$ cat config.mk
export PLATFORM = sky130hd
export DESIGN_NAME = pipe_hdu
export DESIGN_NICKNAME = d
export VERILOG_FILES = /design/src/rtl/pipe_hdu.sv
export SDC_FILE = /design/constraint.sdc
export NUM_CORES = 1
export LEC_CHECK = 0
export ABC_AREA = 1
export CORE_MARGIN = 4
export CORE_UTILIZATION = 40
export DETAILED_ROUTE_END_ITERATION = 10
export GPL_ROUTABILITY_DRIVEN = 0
export PLACE_DENSITY = 0.77
export SYNTH_ARGS = -nofsm -noshare
export SYNTH_HDL_FRONTEND = slang
export SYNTH_SLANG_ARGS = --single-unit
$ cat constraint.sdc
create_clock -name clk_i -period 1.9 [get_ports clk_i]
set_input_delay 0.285 -clock clk_i [delete_from_list [all_inputs] [get_ports clk_i]]
set_output_delay 0.285 -clock clk_i [all_outputs]
set_load 0.005 [all_outputs]
$ cat src/rtl/pipe_hdu.sv
// Hazard and sequencing controller for the hxd32 five-stage pipe: load-use interlock,
// DRAM wait freeze with timeout, and wrong-path flush after a taken redirect.
module pipe_hdu #(
    parameter int unsigned FLUSH_LEN = 2,
    parameter int unsigned WAIT_W    = 4
) (
    input  logic       clk_i,
    input  logic       rst_i,
    input  logic [4:0] id_rs1_rd_addr_i,
    input  logic [4:0] id_rs2_rd_addr_i,
    input  logic       id_rs1_used_i,
    input  logic       id_rs2_used_i,
    input  logic       ex_rd_wr_en_i,
    input  logic [1:0] ex_rd_wr_sel_i,
    input  logic [4:0] ex_rd_wr_addr_i,
    input  logic       ex_pc_wr_en_i,
    input  logic       dram_req_i,
    input  logic       dram_ack_i,
    output logic       pc_stall_o,
    output logic       ifu_stall_o,
    output logic       ifu_flush_o,
    output logic       idu_stall_o,
    output logic       idu_flush_o,
    output logic       exu_stall_o,
    output logic       mem_timeout_o,
    output logic [1:0] hazard_state_o
);

    typedef enum logic [1:0] {
        StRun     = 2'b00,
        StMemWait = 2'b01,
        StFlush   = 2'b10
    } state_e;

    localparam logic [2:0]        FlushLen = 3'(FLUSH_LEN);
    localparam logic [WAIT_W-1:0] WaitMax  = '1;
    localparam logic [WAIT_W-1:0] WaitOne  = WAIT_W'(1);

    state_e            state_q, state_d;
    logic [2:0]        flush_cnt_q, flush_cnt_d;
    logic [WAIT_W-1:0] wait_cnt_q, wait_cnt_d;

    logic load_use;
    logic mem_wait;
    logic stall_all;
    logic lu_stall;
    logic ifu_flush;
    logic idu_flush;
    logic timeout;

    assign load_use = ex_rd_wr_en_i && (ex_rd_wr_sel_i == 2'b01) && (ex_rd_wr_addr_i != 5'd0) &&
                      ((id_rs1_used_i && (id_rs1_rd_addr_i == ex_rd_wr_addr_i)) ||
                       (id_rs2_used_i && (id_rs2_rd_addr_i == ex_rd_wr_addr_i)));
    assign mem_wait = dram_req_i && !dram_ack_i;

    always_comb begin
        state_d     = state_q;
        flush_cnt_d = flush_cnt_q;
        wait_cnt_d  = wait_cnt_q;
        stall_all   = 1'b0;
        lu_stall    = 1'b0;
        ifu_flush   = 1'b0;
        idu_flush   = 1'b0;
        timeout     = 1'b0;

        unique case (state_q)
            StRun: begin
                if (mem_wait) begin
                    stall_all  = 1'b1;
                    wait_cnt_d = WaitOne;
                    state_d    = StMemWait;
                end else if (ex_pc_wr_en_i) begin
                    ifu_flush   = 1'b1;
                    idu_flush   = 1'b1;
                    flush_cnt_d = FlushLen;
                    state_d     = (FlushLen != 3'd0) ? StFlush : StRun;
                end else if (load_use) begin
                    // Load is in MEM next cycle, so this bubble lasts exactly one cycle
                    lu_stall  = 1'b1;
                    idu_flush = 1'b1;
                end
            end

            StMemWait: begin
                // EX is frozen here, so redirect and load-use are re-evaluated after release
                if (dram_ack_i || (wait_cnt_q == WaitMax)) begin
                    timeout    = !dram_ack_i;
                    wait_cnt_d = '0;
                    state_d    = (flush_cnt_q != 3'd0) ? StFlush : StRun;
                end else begin
                    stall_all  = 1'b1;
                    wait_cnt_d = wait_cnt_q + WaitOne;
                end
            end

            StFlush: begin
                if (mem_wait) begin
                    // flush_cnt holds so the flush resumes once DRAM completes
                    stall_all  = 1'b1;
                    wait_cnt_d = WaitOne;
                    state_d    = StMemWait;
                end else if (ex_pc_wr_en_i) begin
                    ifu_flush   = 1'b1;
                    idu_flush   = 1'b1;
                    flush_cnt_d = FlushLen;
                    state_d     = (FlushLen != 3'd0) ? StFlush : StRun;
                end else begin
                    ifu_flush = 1'b1;
                    if (flush_cnt_q <= 3'd1) begin
                        flush_cnt_d = 3'd0;
                        state_d     = StRun;
                    end else begin
                        flush_cnt_d = flush_cnt_q - 3'd1;
                    end
                end
            end

            default: begin
                state_d     = StRun;
                flush_cnt_d = 3'd0;
                wait_cnt_d  = '0;
            end
        endcase
    end

    always_ff @(posedge clk_i or posedge rst_i) begin
        if (rst_i) begin
            state_q     <= StRun;
            flush_cnt_q <= 3'd0;
            wait_cnt_q  <= '0;
        end else begin
            state_q     <= state_d;
            flush_cnt_q <= flush_cnt_d;
            wait_cnt_q  <= wait_cnt_d;
        end
    end

    // Outputs are forced quiet while reset is held, regardless of input hazards
    assign pc_stall_o     = !rst_i && (stall_all || lu_stall);
    assign ifu_stall_o    = !rst_i && (stall_all || lu_stall);
    assign ifu_flush_o    = !rst_i && ifu_flush;
    assign idu_stall_o    = !rst_i && stall_all;
    assign idu_flush_o    = !rst_i && idu_flush;
    assign exu_stall_o    = !rst_i && stall_all;
    assign mem_timeout_o  = !rst_i && timeout;
    assign hazard_state_o = state_q;

endmodule

==> results of run 1 <==
worst min-delay path, delay by kind of cell:
kind                   cells  cell delay [ns]
buffers and inverters      3             0.80
synthesized netlist by cell type (3+ instances only):
| library cell | number |
|---|---|
| nand2_1 | 42 |
| nor2_1 | 11 |
| nand2_2 | 5 |
| inv_2 | 7 |
| a21oi_1 | 7 |
| inv_1 | 23 |
| o21ai_0 | 5 |
| dfrtp_1 | 9 |
| nand3_1 | 6 |
| ha_1 | 4 |
| nor3_1 | 3 |
| nand4_1 | 3 |
cell type report:
| class | count | area [µm²] |
|---|---|---|
| clock buffers | 4 | 26.3 |
| flip-flops and latches | 9 | 225 |
| well taps | 27 | 33.8 |
| fillers | 180 | 679 |
| multi-input cells | 100 | 534 |
| inverters | 31 | 118 |
| repair buffers | 46 | 405 |
flip-flops by register name (all words and copies together) (netlist names):
signal,flops
flush_cnt_q,3
hazard_state_o,2
wait_cnt_q,4
through the flow:
step                      TNS [ns]  cell area, µm²  total power [µW]  std cells  hold WS [ns]
after floorplan                  0             875               582        142         0.129
after global placement       -1.40            1320               791        213         0.538
after detailed placement     -1.54            1320               804        213         0.565
after CTS                        0            1340               949        217         0.452
after global routing       -0.0268            1340              1030        217         0.521
final                            0            1340               950        217         0.482
kinds of logic after synthesis:
logic type | count (synthesis)
adders and majority gates | 4
DFF | 9
xor gates and xnor gates | 1
buffers and inverters | 33
AOI/OAI and AO/OA | 18
and+or+nand+nor | 77
timing repair:
action	CTS	global route
gates resized for setup	22	6
pin swaps	1	2
cloned	0	0
setup endpoints to repair	7	5
worst paths after layout:
check	startpoint	to	cells after the start
max	dram_ack_i	ifu_flush_o	7
min	rst_i	flush_cnt_q[1]	3
max reg2reg	flush_cnt_q[1]	flush_cnt_q[0]	6
min reg2reg	wait_cnt_q[2]	wait_cnt_q[2]	2
max in group asynchronous	rst_i	wait_cnt_q[1]	3
min in group clk_i	wait_cnt_q[2]	wait_cnt_q[2]	2
power groups by stage:
stage,Clock (µW),Sequential [µW],Combinational (µW)
after global placement,0,286,505
after CTS,154,286,509
final,152,287,511
after detailed placement,0,289,516
after floorplan,0,282,300
after global routing,164,292,576
metal layers:
layer / global-route usage [%] / vias up / routed length (µm)
met1: 18.9 / 431 / 930
met5: 0 / - / 0
li1: - / 533 / -
met3: 1.91 / 5 / 180
met2: 31.7 / 42 / 1150
met4: 8.71 / 0 / 44
==> qor.yml, run 1 <==
run_status:
  status: "finished clean"
power_and_ir_drop:
  power.leakage_uw: 0.000733
  p_seq_share_pct: 30.2
  p_sw_uw: 389
  peakVddDrop_mv: 0.422
  cellInternalPower_uw: 561
  clkPwrFrac_pct: 16.0
  power_density_mw_per_mm2: 708
  switching_share_pct: 41.0
  combPwrFrac_pct: 53.8
synth:
  ys_top_cells_by_area: "dfrtp_1, nand2_1, inv_1"
  synthCells: 142
  synth_top_area_cell: "dfrtp_1"
  ys_warn_count: 0
  synth_area_um2: 875
  synthArstFlopShare_pct: 100
  synthXorXnorAreaFrac_pct: 1.00
  yosys.area_share.adder_pct: 5.72
  ys_seq_area_share_pct: 25.8
  synth_edf_count: 0
  netlist.area_leader.share_pct: 25.8
  synthMuxAreaShare_pct: 0
  synth_ff_type: "dfrtp_1"
  synth_top_family_by_area: "simple AND/OR/NAND/NOR gates"
  ys_ff_latch: 9
  syn_area_per_cell_um2: 6.16
  synthesis.nets: 171
  synth-compound-area-share_pct: 11.6
  synth-simple-area-share_pct: 40.8
  synth.distinct_cells: 25
timing:
  drv_slew: 0
  worst_pin_slew_ns: 0.245
  finalCriticalPeriod_ns: 1.81
  post-route-period-util_pct: 95.2
  slew_headroom_pct: 83.7
  setup_viol: 0
  hold_viol: 0
  max_freq_mhz: 553
  worst_slack_ns: 0.0916
  rsz0062_at_grt: "true"
  finClkSkew_ns: 0.00343
worst_setup_path:
  worstPathCellList: "clkdlybuf4s50_1 > inv_2 > nand2_4 > nand2_4 > buf_4 > nor3_1 > dlygate4sd2_1"
  crit_family: "buffers and inverters"
  slowest_stage: "clkdlybuf4s50_1"
  cp.buffers_inverters: 4
  crit_arrival_ns: 1.52
  critPathMaxFanout: 6
  cp-start-kind: "input port"
  rrSetupSlack_ns: 0.56
  critPathKind: "input port to output port"
  crit_path_frequent_cell: "nand2_4"
  cpPeakStageDelay_ns: 0.49
  cp.required_ns: 1.62
  critPathCaptureType: "output port"
cells_and_area:
  drive_above_1_share_pct: 24.7
  final_common_cell: "nand2_1"
  fin_util_pct: 66.4
  final_nets: 220
  antennaDiodeCount: 0
  mostFrequentLayoutCells: "nand2_1, clkdlybuf4s50_1, inv_1"
  synthToLayoutAreaGrowth_pct: 53.5
die:
  initial_utilization_pct: 43.3
  die_area_mm2: 0.00300
  fp.dieH_um: 54.8
  fp.coreArea_mm2: 0.00202
  ios: 34
  row_count: 16
  fp.dieW_um: 54.8
route:
  drt_iter0_markers: 14
  routed_wirelength_um: 2310
  viasPerCell: 4.66
  wire_per_inst_um: 10.6
  drcViolationCount: 0
  dr.pass1.iters: 4
  num_vias: 1011
  ant_nets: 0
clocking:
  postCtsSetupBuffers: 0
  htree_levels: 1
  clock_sinks: 9
  cts_root_buf: "clkbuf_4"
  cts_tree: "done"
  cts_buffers: 3
  clk_pin_slew_ns: 0.06
  hold_buffers: 0
  cts_buffer_depth: 2
  clock_latency_ns: 0.27
placed_design:
  hpwl_um: 1960
  place_ws_ns: -0.364
  numPortBuffers: 33
hold_path:
  hold_path_class: "input port to async pin"
grt:
  grt_overflow: 0
  track_usage_pct: 17.2
  grt_max_degree: 7
  antenna_found_initial: 0
  grt_pass1_vias: 935
  grt_pass1_wl_um: 3680
job:
  max-cap-violations: 0
Note: power is estimated with default switching activity, not from simulation.
==> run 2, diff against run 1 <==
--- a/config.mk
+++ b/config.mk
@@ -7,10 +7,10 @@
 export LEC_CHECK = 0
 export ABC_AREA = 1
 export CORE_MARGIN = 4
-export CORE_UTILIZATION = 40
+export CORE_UTILIZATION = 43
 export DETAILED_ROUTE_END_ITERATION = 10
 export GPL_ROUTABILITY_DRIVEN = 0
-export PLACE_DENSITY = 0.77
+export PLACE_DENSITY = 0.82
 export SYNTH_ARGS = -nofsm -noshare
 export SYNTH_HDL_FRONTEND = slang
 export SYNTH_SLANG_ARGS = --single-unit
==> run 2 against run 1 <==
  * Register-to-register slack worse by 0.04 ns
  * Critical path depth unchanged
  * Clock power is essentially flat
  * Non-clock buffer count increased by 3
  * Total power increased by 1.5%
  * Cell area up 1.5%
  * Clock-buffer cell count fell by 1
  * Final cell count increased by 1.4%
  * Sequential cell count is the same
  * Sequential power about the same
  * Clock skew increased by 0.0032 ns
  * Setup slack worse by 0.016 ns
  * Largest power group unchanged
==> qor.yml, run 2 (same netlist as run 1, synthesis figures left out) <==
timing:
  hold_viol: 0  # unchanged
  slew_headroom_pct: 82.2  # -1.5 points
  finalCriticalPeriod_ns: 1.82  # +0.0156 ns
  finClkSkew_ns: 0.00667  # +0.00324 ns
  rsz0062_at_grt: "false"
  drv_slew: 0  # unchanged
  worst_pin_slew_ns: 0.268  # +0.0228 ns
  post-route-period-util_pct: 96.0  # +0.82 points
  setup_viol: 0  # unchanged
  max_freq_mhz: 548  # -0.86%
  whs_ns: 0.483  # +0.000673 ns
grt:
  track_usage_pct: 19.8  # +2.6 points
  grt_pass1_vias: 1081  # +16%
  grt_pass1_wl_um: 4130  # +12%
  antenna_found_initial: 0  # unchanged
  grt_max_degree: 7  # unchanged
  grt_overflow: 0  # unchanged
route:
  wl_met1_um: 913  # -1.8%
  ant_nets: 0  # unchanged
  routed_wirelength_um: 2360  # +2.5%
  drcViolationCount: 0  # unchanged
  dr.pass1.iters: 4  # unchanged
  viasPerCell: 4.69  # +0.69%
  num_vias: 1032  # +2.1%
  wire_per_inst_um: 10.7  # +1.1%
  top_layer: "met4"
  wl_met3_um: 202  # +12%
  drt_iter0_markers: 22  # +8
  wl_met2_um: 1190  # +3.7%
clocking:
  clock_latency_ns: 0.27  # about the same
  clk_pin_slew_ns: 0.07  # about the same
  cts_tree: "done"
  cts_buffers: 3  # unchanged
  cts_buffer_depth: 2  # unchanged
  cts_root_buf: "clkbuf_4"
  clock_sinks: 9  # unchanged
  htree_levels: 1  # unchanged
power_and_ir_drop:
  clkPwrFrac_pct: 15.7  # -0.3 points
  p_sw_uw: 398  # +2.3%
  power.leakage_uw: 0.000768  # +4.7%
  switching_share_pct: 41.3  # +0.32 points
  combPwrFrac_pct: 54.5  # +0.7 points
  peakVddDrop_mv: 0.384  # -9.1%
  p_seq_share_pct: 29.8  # -0.4 points
  power_density_mw_per_mm2: 708  # about the same
  cellInternalPower_uw: 566  # +1.0%
cells_and_area:
  fin_util_pct: 70.2  # +3.8 points
  drive_above_1_share_pct: 27.5  # +2.7 points
  regMostFlops: "wait_cnt_q"
  synthToLayoutAreaGrowth_pct: 55.8
  mostFrequentLayoutCells: "nand2_1, inv_1, clkdlybuf4s50_1"
  final_nets: 223  # +1.4%
  final_area_mm2: 0.00136  # +1.5%
  final_common_cell: "nand2_1"
  largest_reg_flops: 4  # unchanged
  antennaDiodeCount: 0  # unchanged
placed_design:
  placed_area_mm2: 0.00132  # unchanged
  numPortBuffers: 33  # unchanged
  hpwl_um: 2040  # +4.2%
die:
  ios: 34  # unchanged
  row_count: 16  # unchanged
  fp.dieW_um: 53.1  # -3.0%
  fp.dieH_um: 53.1  # -3.0%
  die_area_mm2: 0.00282  # -6.0%
  fp.coreArea_mm2: 0.00194  # -4.0%
  initial_utilization_pct: 45.0  # +1.8 points
hold_path:
  hold_path_class: "input port to async pin"
worst_setup_path:
  cp.required_ns: 1.62  # about the same
  reg2reg_from: "flush_cnt_q[1]"
  slowest_stage: "clkdlybuf4s50_1"
  critPathMaxFanout: 5  # -1
  startpoint: "dram_ack_i"
  crit_arrival_ns: 1.54  # +0.02 ns
  cpPeakStageDelay_ns: 0.50  # about the same
  cp-start-kind: "input port"
  critPathCaptureType: "output port"
  crit_path_frequent_cell: "nand2_4"
  worstPathCellList: "clkdlybuf4s50_1 > inv_2 > nand2_4 > nand2_4 > buf_4 > nor3_1 > clkdlybuf4s15_1"
  critPathKind: "input port to output port"
run_status:
  status: "finished clean"
job:
  max-cap-violations: 0  # unchanged
==> run 2: cell types whose count changed in the layout (fill, tap and decap cells not counted), moves of 2 or more <==
cell             previous run  this run
clkbuf_2                    1         3
dlymetal6s2s_1              0         2
buf_4                      13        16
clkdlybuf4s50_1            22        20
==> run 2: final timing paths <==
check	endpoint	slack [ns]	cells past startpoint
min in group clk_i	flush_cnt_q[2]	0.58	2
min reg2reg	flush_cnt_q[2]	0.58	2
max	ifu_flush_o	0.08	7
max reg2reg	flush_cnt_q[2]	0.52	6
min	flush_cnt_q[1]	0.48	3
max in group asynchronous	flush_cnt_q[2]	1.30	3
==> run 2: through the flow <==
stage               total power [µW]  instances  setup TNS (ns)  setup WS (ns)
floorplan                        582        142               0          0.382
global placement                 784        213           -1.44         -0.337
detailed placement               817        213           -1.64         -0.353
CTS                              966        217         -0.0442        -0.0247
global route                    1050        220               0        0.00768
finish                           965        220               0         0.0760
==> run 2: routing by layer <==
metal,vias to the layer above,track usage (%)
li1,537,-
met1,445,19.9
met2,46,39.0
met3,4,1.97
met4,0,10.2
met5,-,0
==> run 2: what timing repair did <==
| action | in CTS | in global routing |
|---|---|---|
| pin swaps | 0 | 4 |
| buffers inserted | 0 | 3 |
| hold buffers | 0 | 0 |
| endpoints found under the setup margin | 7 | 6 |
| gates resized for setup | 20 | 13 |
| endpoints found under the hold margin | 0 | 0 |
==> run 2: area by class of cell <==
| type | instances | area [µm²] |
|---|---|---|
| fillers | 174 | 579 |
| flip-flops and latches | 9 | 225 |
| repair buffers | 49 | 424 |
| inverters | 31 | 118 |
| clock inverters | 1 | 5.00 |
| multi-input cells | 100 | 534 |
| well taps | 27 | 33.8 |
| clock buffers | 3 | 22.5 |
==> run 2: worst max-delay path: cells and delay by family <==
family / cells / cell delay (ns)
buf+inv: 4 / 0.96
simple gates: 3 / 0.29
==> run 2: power groups by stage <==
stage          sequential [µW]  clock [µW]  combinational [µW]
2_1_floorplan              282           0                 300
6_report                   287         152                 526
4_1_cts                    288         154                 524
3_3_place_gp               282           0                 502
5_1_grt                    293         165                 593
3_5_place_dp               291           0                 526
==> run 3, diff against run 2 <==
--- a/config.mk
+++ b/config.mk
@@ -11,6 +11,8 @@
 export DETAILED_ROUTE_END_ITERATION = 10
 export GPL_ROUTABILITY_DRIVEN = 0
 export PLACE_DENSITY = 0.82
+export SKIP_CTS_REPAIR_TIMING = 1
+export SKIP_LAST_GASP = 1
 export SYNTH_ARGS = -nofsm -noshare
 export SYNTH_HDL_FRONTEND = slang
 export SYNTH_SLANG_ARGS = --single-unit
==> run 3 against run 2 <==
  * First-iteration DRC count decreased by 41%
  * Utilization increased by 1.4 points
  * Cell area increased by 1.9%
  * Sequential cell count unchanged
  * Highest routed layer unchanged
  * Via count decreased by 0.68%
  * Largest cell class unchanged
  * Routed wire length decreased by 0.17%
==> qor.yml, run 3 (same netlist as run 1, synthesis figures left out) <==
die:
  ios: 34  # unchanged
  die_area_mm2: 0.00282  # unchanged
  initial_utilization_pct: 45.0  # unchanged
  fp.dieW_um: 53.1  # unchanged
  row_count: 16  # unchanged
  fp.dieH_um: 53.1  # unchanged
  fp.coreArea_mm2: 0.00194  # unchanged
cells_and_area:
  instances_no_fill: 217  # -1.4%
  antennaDiodeCount: 0  # unchanged
  regMostFlops: "wait_cnt_q"
  largest_reg_flops: 4  # unchanged
  nFillCells: 166  # -4.6%
  drive_above_1_share_pct: 24.7  # -2.7 points
  multi_input_area_um2: 534  # unchanged
  final_common_cell: "nand2_1"
  regArea_um2: 225  # unchanged
  final_nets: 220  # -1.3%
  synthToLayoutAreaGrowth_pct: 58.8
  mostFrequentLayoutCells: "nand2_1, clkdlybuf4s50_1, inv_1"
worst_setup_path:
  reg2reg_to: "flush_cnt_q[2]"
  critPathKind: "input port to output port"
  rr_worst_depth: 6  # unchanged
  cp.required_ns: 1.62  # about the same
  cpPeakStageDelay_ns: 0.48  # -0.02 ns
  slowest_stage: "clkdlybuf4s50_1"
  critPathMaxFanout: 2  # -3
  rrSetupSlack_ns: 0.52  # about the same
  cp-start-kind: "input port"
  reg2reg_from: "flush_cnt_q[1]"
  crit_path_frequent_cell: "nand2_1"
  critPathCaptureType: "output port"
  crit_arrival_ns: 1.53  # about the same
  worstPathCellList: "clkdlybuf4s50_1 > inv_1 > nand2_1 > nand2_1 > nor2_2 > nand3_1 > nand2_1 > nand2_2 > o21ai_2 > dlymetal6s2s_1"
route:
  drcViolationCount: 0  # unchanged
  ant_nets: 0  # unchanged
  viasPerCell: 4.72  # +0.69%
  routed_wirelength_um: 2360  # -0.17%
  wire_per_inst_um: 10.9  # +1.2%
  num_vias: 1025  # -0.68%
  drt_iter0_markers: 13  # -41%
  dr.pass1.iters: 4  # unchanged
clocking:
  clk_pin_slew_ns: 0.07  # about the same
  cts_root_buf: "clkbuf_4"
  htree_levels: 1  # unchanged
  clock_sinks: 9  # unchanged
  cts_tree: "done"
  cts_buffers: 3  # unchanged
  clock_latency_ns: 0.26  # about the same
  cts_buffer_depth: 2  # unchanged
timing:
  post-route-period-util_pct: 95.5  # -0.47 points
  slew_headroom_pct: 82.1  # about the same
  hold_viol: 0  # unchanged
  drv_slew: 0  # unchanged
  setup_viol: 0  # unchanged
  tns_ns: 0  # unchanged
  worst_pin_slew_ns: 0.268  # +0.000396 ns
  finClkSkew_ns: 0.00513  # -0.00153 ns
  rsz0062_at_grt: "true"
  finalCriticalPeriod_ns: 1.82  # -0.00896 ns
  max_freq_mhz: 551  # +0.49%
grt:
  antenna_found_initial: 0  # unchanged
  grt_pass1_vias: 1065  # -1.5%
  grt_max_degree: 7  # unchanged
  track_usage_pct: 19.3  # -0.47 points
  grt_overflow: 0  # unchanged
  grt_pass1_wl_um: 4040  # -2.2%
power_and_ir_drop:
  peakVddDrop_mv: 0.384  # about the same
  p_seq_share_pct: 29.7  # about the same
  p_sw_uw: 396  # -0.69%
  cellInternalPower_uw: 568  # +0.36%
  clkPwrFrac_pct: 15.6  # about the same
  switching_share_pct: 41.0  # -0.25 points
  power_density_mw_per_mm2: 694  # -2.0%
  power.leakage_uw: 0.000862  # +12%
  combPwrFrac_pct: 54.7  # +0.2 points
placed_design:
  hpwl_um: 2040  # unchanged
  place_inst: 213  # unchanged
  numPortBuffers: 33  # unchanged
run_status:
  status: "finished clean"
job:
  max-cap-violations: 0  # unchanged
hold_path:
  hold_path_class: "input port to async pin"
==> run 3: cell count changes in the layout (fill, tap and decap cells not counted) <==
cell | previous run | this run
clkbuf_2 | 3 | 1
inv_1 | 21 | 20
clkdlybuf4s15_1 | 1 | 0
buf_2 | 2 | 0
inv_2 | 9 | 10
buf_4 | 16 | 13
dlymetal6s2s_1 | 2 | 11
dlygate4sd2_1 | 5 | 0
clkdlybuf4s50_1 | 20 | 21
==> run 3: cell type report <==
class,instances,area share (%)
clock buffer,3,1.62
clock inverter,1,0.360
inverter,31,8.47
multi-input combinational,100,38.5
sequential,9,16.2
tap,27,2.43
timing repair buffer,46,32.4
==> run 3: power by group through the flow <==
stage                     clock, µW  sequential, µW  combinational (µW)
after floorplan                   0             282                 300
after global placement            0             282                 502
after detailed placement          0             291                 526
after CTS                       154             287                 531
after global routing            165             294                 594
final                           151             286                 527
==> run 3: layer usage <==
metal  global-route usage, %  part of all wire [%]  up-vias
met4                    10.2                   2.2        0
met5                       0                     0        -
met3                    1.97                   7.9        4
li1                        -                     -      531
met1                    19.6                    39      450
met2                    37.8                    51       40
==> run 3: worst max-delay path by stage <==
stage / from / to / slack, ns / cells past startpoint
after global routing: id_rs2_rd_addr_i[3] / pc_stall_o / -0.01 / 10
after detailed placement: ex_rd_wr_addr_i[3] / pc_stall_o / -0.35 / 10
after floorplan: wait_cnt_q[0] / pc_stall_o / 0.38 / 9
final: id_rs2_rd_addr_i[3] / pc_stall_o / 0.08 / 10
after CTS: ex_rd_wr_addr_i[3] / pc_stall_o / -0.36 / 10
after global placement: ex_rd_wr_addr_i[3] / pc_stall_o / -0.34 / 10
==> run 3: critical path, delay by kind of cell <==
kind / cells / cell delay [ns]
AOI/OAI and AO/OA: 1 / 0.15
buffers and inverters: 3 / 0.66
and+or+nand+nor: 6 / 0.42
==> run 3: per-stage QoR <==
step	util (%)	area [µm²]	hold WS [ns]	worst slack, ns	power (µW)
floorplan	-	875	0.129	0.382	582
global placement	68.0	1320	0.544	-0.337	784
detailed placement	68.0	1320	0.572	-0.353	817
CTS	69.5	1350	0.454	-0.364	971
global route	71.5	1390	0.507	-0.0135	1050
finish	71.5	1390	0.487	0.0850	964
